File: src/rtl/ring_token_arbiter.sv
// ring_token_arbiter
//   Shares the core's single ring stop among NREQ local ring masters. The
//   circulating Token slot is captured and granted round-robin to one
//   requesting master. That master's slots are muxed onto the ring for its
//   whole burst. When the burst ends, the Token is re-emitted on the next
//   empty (Null) upstream slot. All other traffic passes through unchanged.
//
// Ports
//   clock, reset              core clock, async active-high reset
//   whichCore                 this core's ring source number
//   RingIn/SlotTypeIn/SourceIn  upstream slot
//   wantsToken[NREQ]          level-held token request per master
//   driveRing[NREQ]           master claims the current slot
//   mRingOut/mSlotTypeOut     per-master slot payload/type, packed by index
//   acquireToken[NREQ]        one-hot grant pulse (combinational)
//   RingOut/SlotTypeOut/SourceOut  downstream slot
//   grantIdx                  current or last granted master
//   errBurst                  sticky: burst watchdog fired
//   errDupToken               sticky: a Token arrived while a burst was open

// Per-master lane: grant pulse and AND-gated slot contribution for the
// OR-reduced output mux.
module ring_token_arbiter_lane (
  input  logic        grant,
  input  logic        regrant,
  input  logic        muxHere,
  input  logic [31:0] data,
  input  logic [3:0]  slotType,
  output logic        acquire,
  output logic [31:0] dataQ,
  output logic [3:0]  typeQ
);
  assign acquire = grant | regrant;
  assign dataQ   = muxHere ? data : '0;
  assign typeQ   = muxHere ? slotType : '0;
endmodule

module ring_token_arbiter #(
  parameter int NREQ      = 3,
  parameter int MAX_BURST = 64,
  parameter int TW        = 7
) (
  input  logic              clock,
  input  logic              reset,
  input  logic [3:0]        whichCore,
  input  logic [31:0]       RingIn,
  input  logic [3:0]        SlotTypeIn,
  input  logic [3:0]        SourceIn,
  input  logic [NREQ-1:0]   wantsToken,
  input  logic [NREQ-1:0]   driveRing,
  input  logic [32*NREQ-1:0] mRingOut,
  input  logic [4*NREQ-1:0] mSlotTypeOut,
  output logic [NREQ-1:0]   acquireToken,
  output logic [31:0]       RingOut,
  output logic [3:0]        SlotTypeOut,
  output logic [3:0]        SourceOut,
  output logic [1:0]        grantIdx,
  output logic              errBurst,
  output logic              errDupToken
);

  localparam logic [3:0] SLOT_TOKEN = 4'd1;
  localparam logic [3:0] SLOT_NULL  = 4'd7;

  typedef enum logic [1:0] {IDLE, BUSY, REISSUE} stateT;

  typedef struct packed {
    logic [31:0] data;
    logic [3:0]  slotType;
    logic [3:0]  source;
  } slotT;

  stateT          state;
  logic [1:0]     rrPtr;
  logic [TW-1:0]  watchdog;

  logic [NREQ-1:0][31:0] mData;
  logic [NREQ-1:0][3:0]  mType;
  assign mData = mRingOut;
  assign mType = mSlotTypeOut;

  // First requester at or after ptr, wrapping modulo NREQ. Scanning from
  // the far end lets the nearest requester overwrite the result.
  function automatic logic [1:0] pickNext(input logic [NREQ-1:0] req,
                                          input logic [1:0] ptr);
    logic [1:0] pick;
    logic [1:0] idx;
    pick = ptr;
    for (int k = NREQ - 1; k >= 0; k--) begin
      idx = 2'((int'(ptr) + k) % NREQ);
      if (req[idx]) pick = idx;
    end
    return pick;
  endfunction

  logic       tokenIn, nullIn;
  logic [1:0] sel, nextPtr, muxSel;
  logic       curDrive, curWant;
  logic       wdFire, grantNow, busyDrive, regrant, emitToken, muxOn;

  always_comb begin
    tokenIn  = (SlotTypeIn == SLOT_TOKEN);
    nullIn   = (SlotTypeIn == SLOT_NULL);
    sel      = pickNext(wantsToken, rrPtr);
    nextPtr  = (int'(sel) == NREQ - 1) ? 2'd0 : sel + 2'd1;
    curDrive = driveRing[grantIdx];
    curWant  = wantsToken[grantIdx];
    // Watchdog counts slots already driven. Once it reaches the limit, the
    // burst is cut off and the master's drive in that cycle is not honoured.
    wdFire    = (state == BUSY) && (watchdog == TW'(MAX_BURST));
    // Reset gates every combinational path, so nothing is granted or muxed
    // while reset is held.
    grantNow  = !reset && (state == IDLE) && tokenIn && (|wantsToken);
    // A stray Token always wins the slot over the master's drive.
    busyDrive = !reset && (state == BUSY) && !wdFire && !tokenIn && curDrive;
    // The grantee re-raising its want mid-burst is granted immediately.
    // The Token is still held here, so there is nothing to wait for.
    regrant   = !reset && (state == BUSY) && !wdFire && !curDrive && curWant;
    emitToken = !reset && (state == REISSUE) && nullIn;
    muxOn     = grantNow | busyDrive;
    muxSel    = grantNow ? sel : grantIdx;
  end

  logic [NREQ-1:0]       laneAcq;
  logic [NREQ-1:0][31:0] laneData;
  logic [NREQ-1:0][3:0]  laneType;

  for (genvar i = 0; i < NREQ; i++) begin : gLane
    ring_token_arbiter_lane uLane (
      .grant    (grantNow && (sel == 2'(i))),
      .regrant  (regrant && (grantIdx == 2'(i))),
      .muxHere  (muxOn && (muxSel == 2'(i))),
      .data     (mData[i]),
      .slotType (mType[i]),
      .acquire  (laneAcq[i]),
      .dataQ    (laneData[i]),
      .typeQ    (laneType[i])
    );
  end

  assign acquireToken = laneAcq;

  logic [31:0] laneDataOr;
  logic [3:0]  laneTypeOr;
  slotT        outSlot;

  always_comb begin
    laneDataOr = '0;
    laneTypeOr = '0;
    for (int i = 0; i < NREQ; i++) begin
      laneDataOr |= laneData[i];
      laneTypeOr |= laneType[i];
    end
    outSlot = '{data: RingIn, slotType: SlotTypeIn, source: SourceIn};
    if (muxOn)
      outSlot = '{data: laneDataOr, slotType: laneTypeOr, source: whichCore};
    else if (emitToken)
      outSlot = '{data: 32'd0, slotType: SLOT_TOKEN, source: whichCore};
  end

  assign RingOut     = outSlot.data;
  assign SlotTypeOut = outSlot.slotType;
  assign SourceOut   = outSlot.source;

  always_ff @(posedge clock or posedge reset) begin
    if (reset) begin
      state       <= IDLE;
      rrPtr       <= '0;
      grantIdx    <= '0;
      watchdog    <= '0;
      errBurst    <= 1'b0;
      errDupToken <= 1'b0;
    end else begin
      case (state)
        IDLE: begin
          if (grantNow) begin
            grantIdx <= sel;
            rrPtr    <= nextPtr;
            watchdog <= TW'(1);
            // A grantee that does not take its grant slot has released the
            // ring; the Token must be regenerated.
            state    <= driveRing[sel] ? BUSY : REISSUE;
          end
        end
        BUSY: begin
          if (tokenIn) errDupToken <= 1'b1;
          if (wdFire) begin
            errBurst <= 1'b1;
            state    <= REISSUE;
          end else if (curDrive) begin
            if (!tokenIn) watchdog <= watchdog + TW'(1);
          end else if (!curWant) begin
            state <= REISSUE;
          end
        end
        REISSUE: begin
          if (nullIn) begin
            state    <= IDLE;
            watchdog <= '0;
          end
        end
        default: state <= IDLE;
      endcase
    end
  end

endmodule

File: config.mk
export PLATFORM = sky130hd
export DESIGN_NAME = ring_token_arbiter
export DESIGN_NICKNAME = d
export VERILOG_FILES = /design/src/rtl/ring_token_arbiter.sv
export SDC_FILE = /design/constraint.sdc
export NUM_CORES = 1
export LEC_CHECK = 0
export ABC_AREA = 1
export BUFFER_PORTS_ARGS = -buffer_cell sky130_fd_sc_hd__buf_2
export CAP_MARGIN = 20
export CORE_UTILIZATION = 44
export CTS_CLUSTER_DIAMETER = 150
export DETAILED_ROUTE_END_ITERATION = 10
export PLACE_DENSITY = 0.87
export SYNTH_ARGS = -nofsm -noshare
export SYNTH_HDL_FRONTEND = slang
export SYNTH_SLANG_ARGS = --single-unit
export TNS_END_PERCENT = 1
File: constraint.sdc
create_clock -name clock -period 4.8 [get_ports clock]
set_input_delay 0.96 -clock clock [delete_from_list [all_inputs] [get_ports clock]]
set_output_delay 0.96 -clock clock [all_outputs]
set_load 0.03 [all_outputs]
# After elaboration in Yosys (flattened, before gate mapping)
# Index checks and enable logic that the tools add are counted.
word_totals:
  regBits: 15
  input_bits: 160
  out_inout_bits: 47
  elab_cells: 119
classes:
  add_sub_neg: 4
  div: 3
  n_lt_le_gt_ge: 5
  eq_ne: 19
  n_mux: 38
  bitwise: 8
  reduce_logical: 36
ops:
  columns: ["op", "count"]
  rows:
  - ["2-to-1 mux 32 bit", 3]
  - ["2-to-1 mux 40 bit", 2]
  - ["remainder unit 32 x 3 -> 32 bit, second input constant", 2]
  - ["OR 32 bit", 2]
  - ["2-to-1 mux 7 bit", 5]
  - ["remainder unit 3 x 3 -> 32 bit, second input constant", 1]
  - ["2-to-1 mux 2 bit", 11]
  - ["logical AND 1 bit", 21]
  - ["case mux 7 bit (3 select lines)", 1]
  - ["less-than comparator 2 x 3 -> 1 bit, second input constant", 5]
  - ["binary-select mux 1 bit (select 2 bit)", 6]
  - ["2-to-1 mux 4 bit", 3]
  - ["== test 2 bit, second input constant", 5]
  - ["inequality test 2 bit, second input constant", 5]
  - ["== test 2 x 1 -> 1 bit, second input constant", 4]
  - ["zero test 2 bit", 4]
  - ["OR 4 bit", 2]
  - ["adder 7 x 1 -> 7 bit, second input constant", 1]
  - ["== test 7 bit, second input constant", 1]
  - ["2-to-1 mux 1 bit", 6]
  - ["inequality test 3 bit, second input constant", 2]
  - ["case mux 2 bit (3 select lines)", 1]
  - ["AND reduction 2 bit", 3]
  - ["AND reduction 6 bit", 1]
  - ["10 further kinds", 16]

# Depth between registers and ports, before layout
# Gate-level depths: netlist of the first run.
logic_depth:
  word_depth: 14
  mapped_depth: 15
  depth_no_buf: 15

# Hierarchy
# Synthesis of the first run repeated with hierarchy kept, for this count alone.
hier_totals:
  hier_cells: 565
  hier_area_um2: 2945.3
by_module_without_submodules:
  columns: ["mod", "instances", "cells_each", "area_per_inst_um2", "seq_area_each_um2"]
  rows:
  - ["ring_token_arbiter", 1, 328, 1976.9, 375.4]
  - ["ring_token_arbiter_lane", 3, 79, 322.8, 0.0]

# Worst setup path after synthesis of the first run
# Ideal clock, no wire load.
synth_timing:
  path_kind: "in2out"
  from: "input reset"
  to: "output RingOut[0]"
  t_arrival_ns: 2.616
  t_required_ns: 3.840
  slack_ns: 1.224
  path_stages: 8
  n_path_buf: 2
  cell_sequence: "inv_1 and3_1 buf_6 nor2_2 a21oi_4 buf_6 nand4_1 nand4_1"
synth_between:
  elab_chain_cells: 11
  elab_cells_between_ends: 25
  cone_classes: "eq/ne: 2; mux: 6; bitwise: 3; reduce/logical: 14"
synth_lines:
  columns: ["item", "line_no", "source"]
  rows:
  - ["start: declaration", "44", "input logic reset,"]
  - ["zero test 1 bit (no line) (*)", null, null]
  - ["logical AND 1 bit (on tied branches) (3 in series)", "113, 115", null]
  - ["2-to-1 mux 2 bit / logical AND 1 bit (equally long branches)", "121, 115", null]
  - ["== test 2 x 1 -> 1 bit, or another cell as far along", "132", ".muxHere (muxOn && (muxSel == 2'(i))),"]
  - ["logical AND 1 bit", "132", null]
  - ["2-to-1 mux 32 bit", "34", "assign dataQ = muxHere ? data : '0;"]
  - ["OR 32 bit (2 in series)", "151", "laneDataOr |= laneData[i];"]
  - ["2-to-1 mux 40 bit (*)", "155", "if (muxOn)"]
  - ["end: declaration", "54", "output logic [31:0] RingOut,"]
# Every way passes the cells marked *; elsewhere a longest branch is shown, timed or not.

# Final worst setup path of the first run
layout_timing:
  from: "input wantsToken[2]"
  to: "output SourceOut[2]"
layout_between:
  elab_chain_cells: 4
layout_lines:
  columns: ["item", "line_no", "source"]
  rows:
  - ["start: declaration", "49", "input logic [NREQ-1:0] wantsToken,"]
  - ["OR reduction 3 bit", "113", "grantNow = !reset && (state == IDLE) && tokenIn && (|wantsToken);"]
  - ["logical AND 1 bit", "113", null]
  - ["OR 1 bit", "120", "muxOn = grantNow | busyDrive;"]
  - ["2-to-1 mux 40 bit", "155", null]
  - ["end: declaration", "56", "output logic [3:0] SourceOut,"]
# No other way between the ends.

==> metrics.txt, run 1 <==
status=complete, no violations; share of cells above drive strength 1=41.7%; CTS HTree Levels=1; Rows=28; crit path cell chain=buf_2 > inv_1 > nand3_1 > and3_1 > inv_4 > nand2_8 > nor2_4 > mux2_4 > buf_2; Final nets=753; clock sink total=15; first-pass GRT wire length=approximately 14000 µm; initial antenna violation count=0; Max Slew Vio Count=0; Yosys reg bits=15; Longest Clk Path Bufs=2; Most used DFF post-synth=dfrtp_1; Pre-antenna DRT Iters=5; Mapped Nets=577; Final Skew=0.00504 ns; Req. time, crit path=3.84 ns; EDFF count, synth=0; Core ar.=0.00589 mm²; sequential fraction of the synthesis area=between 10% and 20%; clock transition at the registers of the reported paths=0.07 ns; final core occ=61.1%; Synth Area per Inst=6.56 µm²; CTS tree=built; post-CTS setup buffers=0; clock root cell=clkbuf_8; P_leak=0.00183 µW; biggest area consumer among synthesized cells=nand4_1; count leader, synth=nand4_1; Post-Syn Instances=a little over 400; WS Path Type=in -> out; Chip Width=between 70 and 80 µm; Fin Setup TNS=0 ns; Commonest cells post-synth=146 x nand4_1, 72 x nand2_1, 26 x nand3_1; Yosys cell types=35; fmax=around 230 MHz; dpl hpwl=7480 µm; WL final=9920 µm; gpl congestion=0.895; Least-Margin Pin Slew=0.942 ns; vias=3903; Final Hold Violating Endpoints=0; clk_lat worst skew=0.25 ns; CTS resizes=0; DRT iter0 DRCs=267; Critical-path top delay cell=nor2_4; fraction of registers with async set/reset=between 90% and 100%; final setup fails=0; Critical Path Start Type=input pin; # DRC=0; CTS Buf Count=3; fin crit period=between 4 and 5 ns; Cell Pwr Density=394 mW/mm²; crit share post-route=90.1%; Vias/cell=5.93; hold_buf cts=0; total of max-cap violations=0; Worst path most repeated cell=buf_2; DP Worst Slack=just over 0.5 ns; Final Worst Setup Slack=approximately 0.47 ns; Slew headroom=37.0%; number of diodes=0; Largest stage delay, worst path=0.79 ns; Worst Setup End Kind=output port; RSZ-0062 raised after global routing=false; crit-path max FO=60; synth warn=0; number of global-route vias before repair=3148; PortBufs=roughly 210; antenna viol nets, final=0; Die Ht=about 80 µm; worst hold slack=0.468 ns; gr ovfl total=0; HP Class=reg -> reg; die area=0.00640 mm²; Max VDD drop=roughly 0.21 mV; post-synth top area share=34.1%; post-DR wirelength/cell=~15 µm; I/O Pins=207; most area-consuming cells after synthesis=nand4_1 34%, dfrtp_1 14%, nand2_1 10%, buf_6 5.0%, nand3_1 4.9%; largest net degree at the start of global routing=73; area added between synthesis and finish=34.5%; Post-Syn Area=0.00268 mm²; Initial Utilization=45.5%; gr usage total=28.2%; Critical Path AT=between 3 and 4 ns
-- path summary, 6_finish.rpt --
path                                       from                 endpoint  slack (ns)  depth (start not counted)
min in group asynchronous                 reset     rrPtr[0]$_DFFE_PP0P_        0.75                          3
max in group asynchronous                 reset  grantIdx[0]$_DFFE_PP0N_        3.84                          3
setup / recovery                  wantsToken[2]             SourceOut[2]        0.47                          9
hold / removal             errBurst$_DFFE_PP0P_     errBurst$_DFFE_PP0P_        0.47                          1
setup reg to reg           state[1]$_DFFE_PP0P_  watchdog[5]$_DFFE_PP0P_        2.13                         10
hold reg to reg            errBurst$_DFFE_PP0P_     errBurst$_DFFE_PP0P_        0.47                          1
-- report_power, final --
| group | internal [µW] | switching (µW) | total [µW] |
|---|---|---|---|
| logic | 313 | 788 | 1100 |
| clock network | 57.6 | 48.0 | 106 |
| registers | 168 | 44.0 | 212 |
| total | 538 | 880 | 1420 |
-- layer usage --
metal	global-route usage, %	vias up	part of all wire [%]
met1	36.3	1754	40
met3	4.91	29	10
met4	9.82	0	2.7
met5	0	-	0
li1	-	1872	-
met2	47.1	248	47
-- final cells by class --
class,instances,area [µm²]
Timing Repair Buffer,212,1090
Clock inverter,1,5.00
Inverter,34,133
Fill cell,551,2290
Tap cell,75,93.8
Multi-Input combinational cell,318,1860
Sequential cell,15,375
Clock buffer,3,41.3
-- worst max-delay path, delay by kind of cell --
family | cells | cell delay, ns
buf+inv | 4 | 0.55
mux | 1 | 0.35
simple gates | 4 | 1.47
-- state kept, by name (all words and copies together) (netlist names) --
register     flops
grantIdx         2
watchdog         7
errBurst         1
errDupToken      1
rrPtr            2
state            2
-- kinds of logic (layout without fill, tap and decap cells) --
logic type | after synthesis | count (layout) | share of synthesized area, %
compound gates | 34 | 34 | 7.29
xor+xnor | 1 | 1 | 0.327
fa+ha+maj | 9 | 9 | 4.21
buf+inv | 75 | 250 | 16.4
flops | 15 | 15 | 14.0
mux | 4 | 4 | 2.24
simple gates | 270 | 270 | 55.5
-- layout by cell type, fill, tap and decap left out, types with 4 or more instances in the layout --
cell     netlist  layout
buf_2         14     206
nand4_1      146     146
nand2_1       72      72
nand3_1       26      26
inv_1         23      23
o21ai_0       17      17
dfrtp_1       15      15
nor2_1        12      12
inv_2          9       9
ha_1           9       9
a21oi_1        8       8
buf_4         12       5
mux2_4         4       4
-- through the flow --
| step | area (µm²) | cells | power, µW |
|---|---|---|---|
| after floorplan | 2680 | 408 | 1100 |
| after global placement | 3550 | 654 | 1280 |
| after detailed placement | 3550 | 654 | 1300 |
| after CTS | 3600 | 658 | 1410 |
| after global routing | 3600 | 658 | 1540 |
| final | 3600 | 658 | 1420 |
(Power assumes the default switching activity.)
==> run 2: changes to the inputs <==
--- a/config.mk
+++ b/config.mk
@@ -6,12 +6,13 @@
 export NUM_CORES = 1
 export LEC_CHECK = 0
 export ABC_AREA = 1
-export BUFFER_PORTS_ARGS = -buffer_cell sky130_fd_sc_hd__buf_2
 export CAP_MARGIN = 20
-export CORE_UTILIZATION = 44
+export CORE_AREA = 2 2 81 83
 export CTS_CLUSTER_DIAMETER = 150
 export DETAILED_ROUTE_END_ITERATION = 10
-export PLACE_DENSITY = 0.87
+export DIE_AREA = 0 0 83 85
+export DONT_BUFFER_PORTS = 1
+export PLACE_DENSITY = 0.57
 export SYNTH_ARGS = -nofsm -noshare
 export SYNTH_HDL_FRONTEND = slang
 export SYNTH_SLANG_ARGS = --single-unit
==> metrics.txt, run 2 (synthesis results as in run 1) <==
status=complete, no violations; number of global-route vias before repair=2625 (-17%); Slew headroom=38.4% (+1.4 points); area added between synthesis and finish=-1.92%; WL final=8500 µm (-14%); Post-Layout Cell Count=463 (-30%); Req. time, crit path=3.84 ns (about the same); Max VDD drop=0.192 mV (-9.0%); Core ar.=0.00620 mm² (+5.4%); RSZ-0062 raised after global routing=false; post-CTS setup buffers=0 (unchanged); Least-Margin Pin Slew=0.921 ns (-0.0211 ns); die area=0.00706 mm² (+10%); gr ovfl total=0 (unchanged); crit share post-route=86.5% (-3.6 points); WS Path Type=in -> out; Largest delay share family, worst path=simple AND/OR/NAND/NOR gates; Comb pwr share=73.3% (-4.3 points); Largest register FFs=7 (unchanged); # fillers=650 (+18%); P_leak=0.00106 µW (-42%); I/O Pins=207 (unchanged); share of cells above drive strength 1=11.9% (-30 points); clock root cell=clkbuf_8; largest register by flop count=watchdog; Sw Pwr=842 µW (-4.4%); final core occ=42.3% (-19 points); fmax=241 MHz (+4.2%); Pre-antenna DRT Iters=5 (unchanged); dpl hpwl=6470 µm (-13%); share of power burned in registers=18.8% (+3.9 points); Hold Path Stages=1 (unchanged); Cell Pwr Density=494 mW/mm² (+25%); Largest stage delay, worst path=0.78 ns (about the same); Fin Setup TNS=0 ns (unchanged); CTS resizes=0 (unchanged); crit path cell chain=inv_1 > nand3_1 > and3_1 > inv_4 > nand2_8 > nor2_4 > nand2_1 > nand4_1; first-pass GRT wire length=12800 µm (-11%); DRT iter0 DRCs=188 (-30%); CTS Buf Count=3 (unchanged); most common cell after layout, fill and taps aside=nand4_1; R2R cell count=10 (unchanged); clock transition at the registers of the reported paths=0.06 ns (about the same); internal power=456 µW (-15%); Chip Width=83 µm (+3.8%); Critical Path AT=3.19 ns (-0.18 ns); Rows=29 (+3.6%); Critical Path Start Type=input pin; PortBufs=0 (-100%); switching share of power=64.9% (+2.8 points); antenna viol nets, final=0 (unchanged); number of diodes=0 (unchanged); Die Ht=85 µm (+6.3%); Max Slew Vio Count=0 (unchanged); initial antenna violation count=0 (unchanged); Final nets=556 (-26%); total of max-cap violations=0 (unchanged); hold_buf cts=0 (unchanged); worst hold slack=0.527 ns (+0.0584 ns); Final Skew=0.00268 ns (-0.00236 ns); Clock power frac=7.9% (+0.5 points); vias=3070 (-21%); final setup fails=0 (unchanged); HP Class=reg -> reg; largest net degree at the start of global routing=63 (-14%); Longest Clk Path Bufs=2 (unchanged); Initial Utilization=43.1% (-2.3 points); Worst Setup End Kind=output port; Levels on crit path=8 (-1); Final Hold Violating Endpoints=0 (unchanged); clk_lat worst skew=0.25 ns (about the same); CTS HTree Levels=1 (unchanged); fin crit period=4.15 ns (-0.175 ns); post-DR wirelength/cell=18.3 µm (+22%); gpl congestion=0.893 (-0.16%); dpl cells=459 (-30%); CTS tree=built; clock sink total=15 (unchanged); Critical-path top delay cell=nor2_4; Vias/cell=6.63 (+12%); Buf+Inv Stages, Crit Path=2 (-2); gr usage total=21.8% (-6.4 points); # DRC=0 (unchanged); commonest non-fill, non-tap cells in the layout=146 x nand4_1, 72 x nand2_1, 26 x nand3_1; crit-path max FO=62 (+3.3%)
run 2: through the flow:
step	total power [µW]	area, µm²	setup slack, ns
global route	1420	2630	0.388
CTS	1290	2630	0.640
detailed placement	1190	2580	0.647
finish	1300	2630	0.649
global placement	1180	2580	0.716
floorplan	1100	2680	1.22
run 2: layout make-up:
class	count	area [µm²]	share of cell area [%]
clock buffers	3	41.3	1.57
multi-input cells	318	1860	70.9
flip-flops and latches	15	375	14.3
well taps	77	96.3	3.67
repair buffers	15	113	4.29
clock inverters	1	5.00	0.191
inverters	34	133	5.05
run 2: path summary, 6_finish.rpt:
| path | slack, ns | end | start |
|---|---|---|---|
| max | 0.65 | RingOut[17] | wantsToken[2] |
| min | 0.53 | watchdog[3]$_DFFE_PP0P_ | watchdog[3]$_DFFE_PP0P_ |
| max reg2reg | 2.16 | watchdog[5]$_DFFE_PP0P_ | state[1]$_DFFE_PP0P_ |
| min reg2reg | 0.53 | watchdog[3]$_DFFE_PP0P_ | watchdog[3]$_DFFE_PP0P_ |
| max in group asynchronous | 3.94 | state[0]$_DFFE_PP0P_ | reset |
| min in group asynchronous | 0.66 | grantIdx[1]$_DFFE_PP0N_ | reset |
run 2: layer usage:
layer	wire, µm	track usage [%]
met3	732	2.33
met1	3420	27.7
met4	240	8.20
met5	0	0
met2	4110	38.1
run 2: power groups by stage:
stage / Clock (µW) / Combinational, µW / Sequential [µW]
after floorplan: 0 / 870 / 231
after global placement: 0 / 934 / 245
after detailed placement: 0 / 941 / 246
after CTS: 106 / 944 / 244
after global routing: 113 / 1060 / 251
final: 103 / 951 / 244
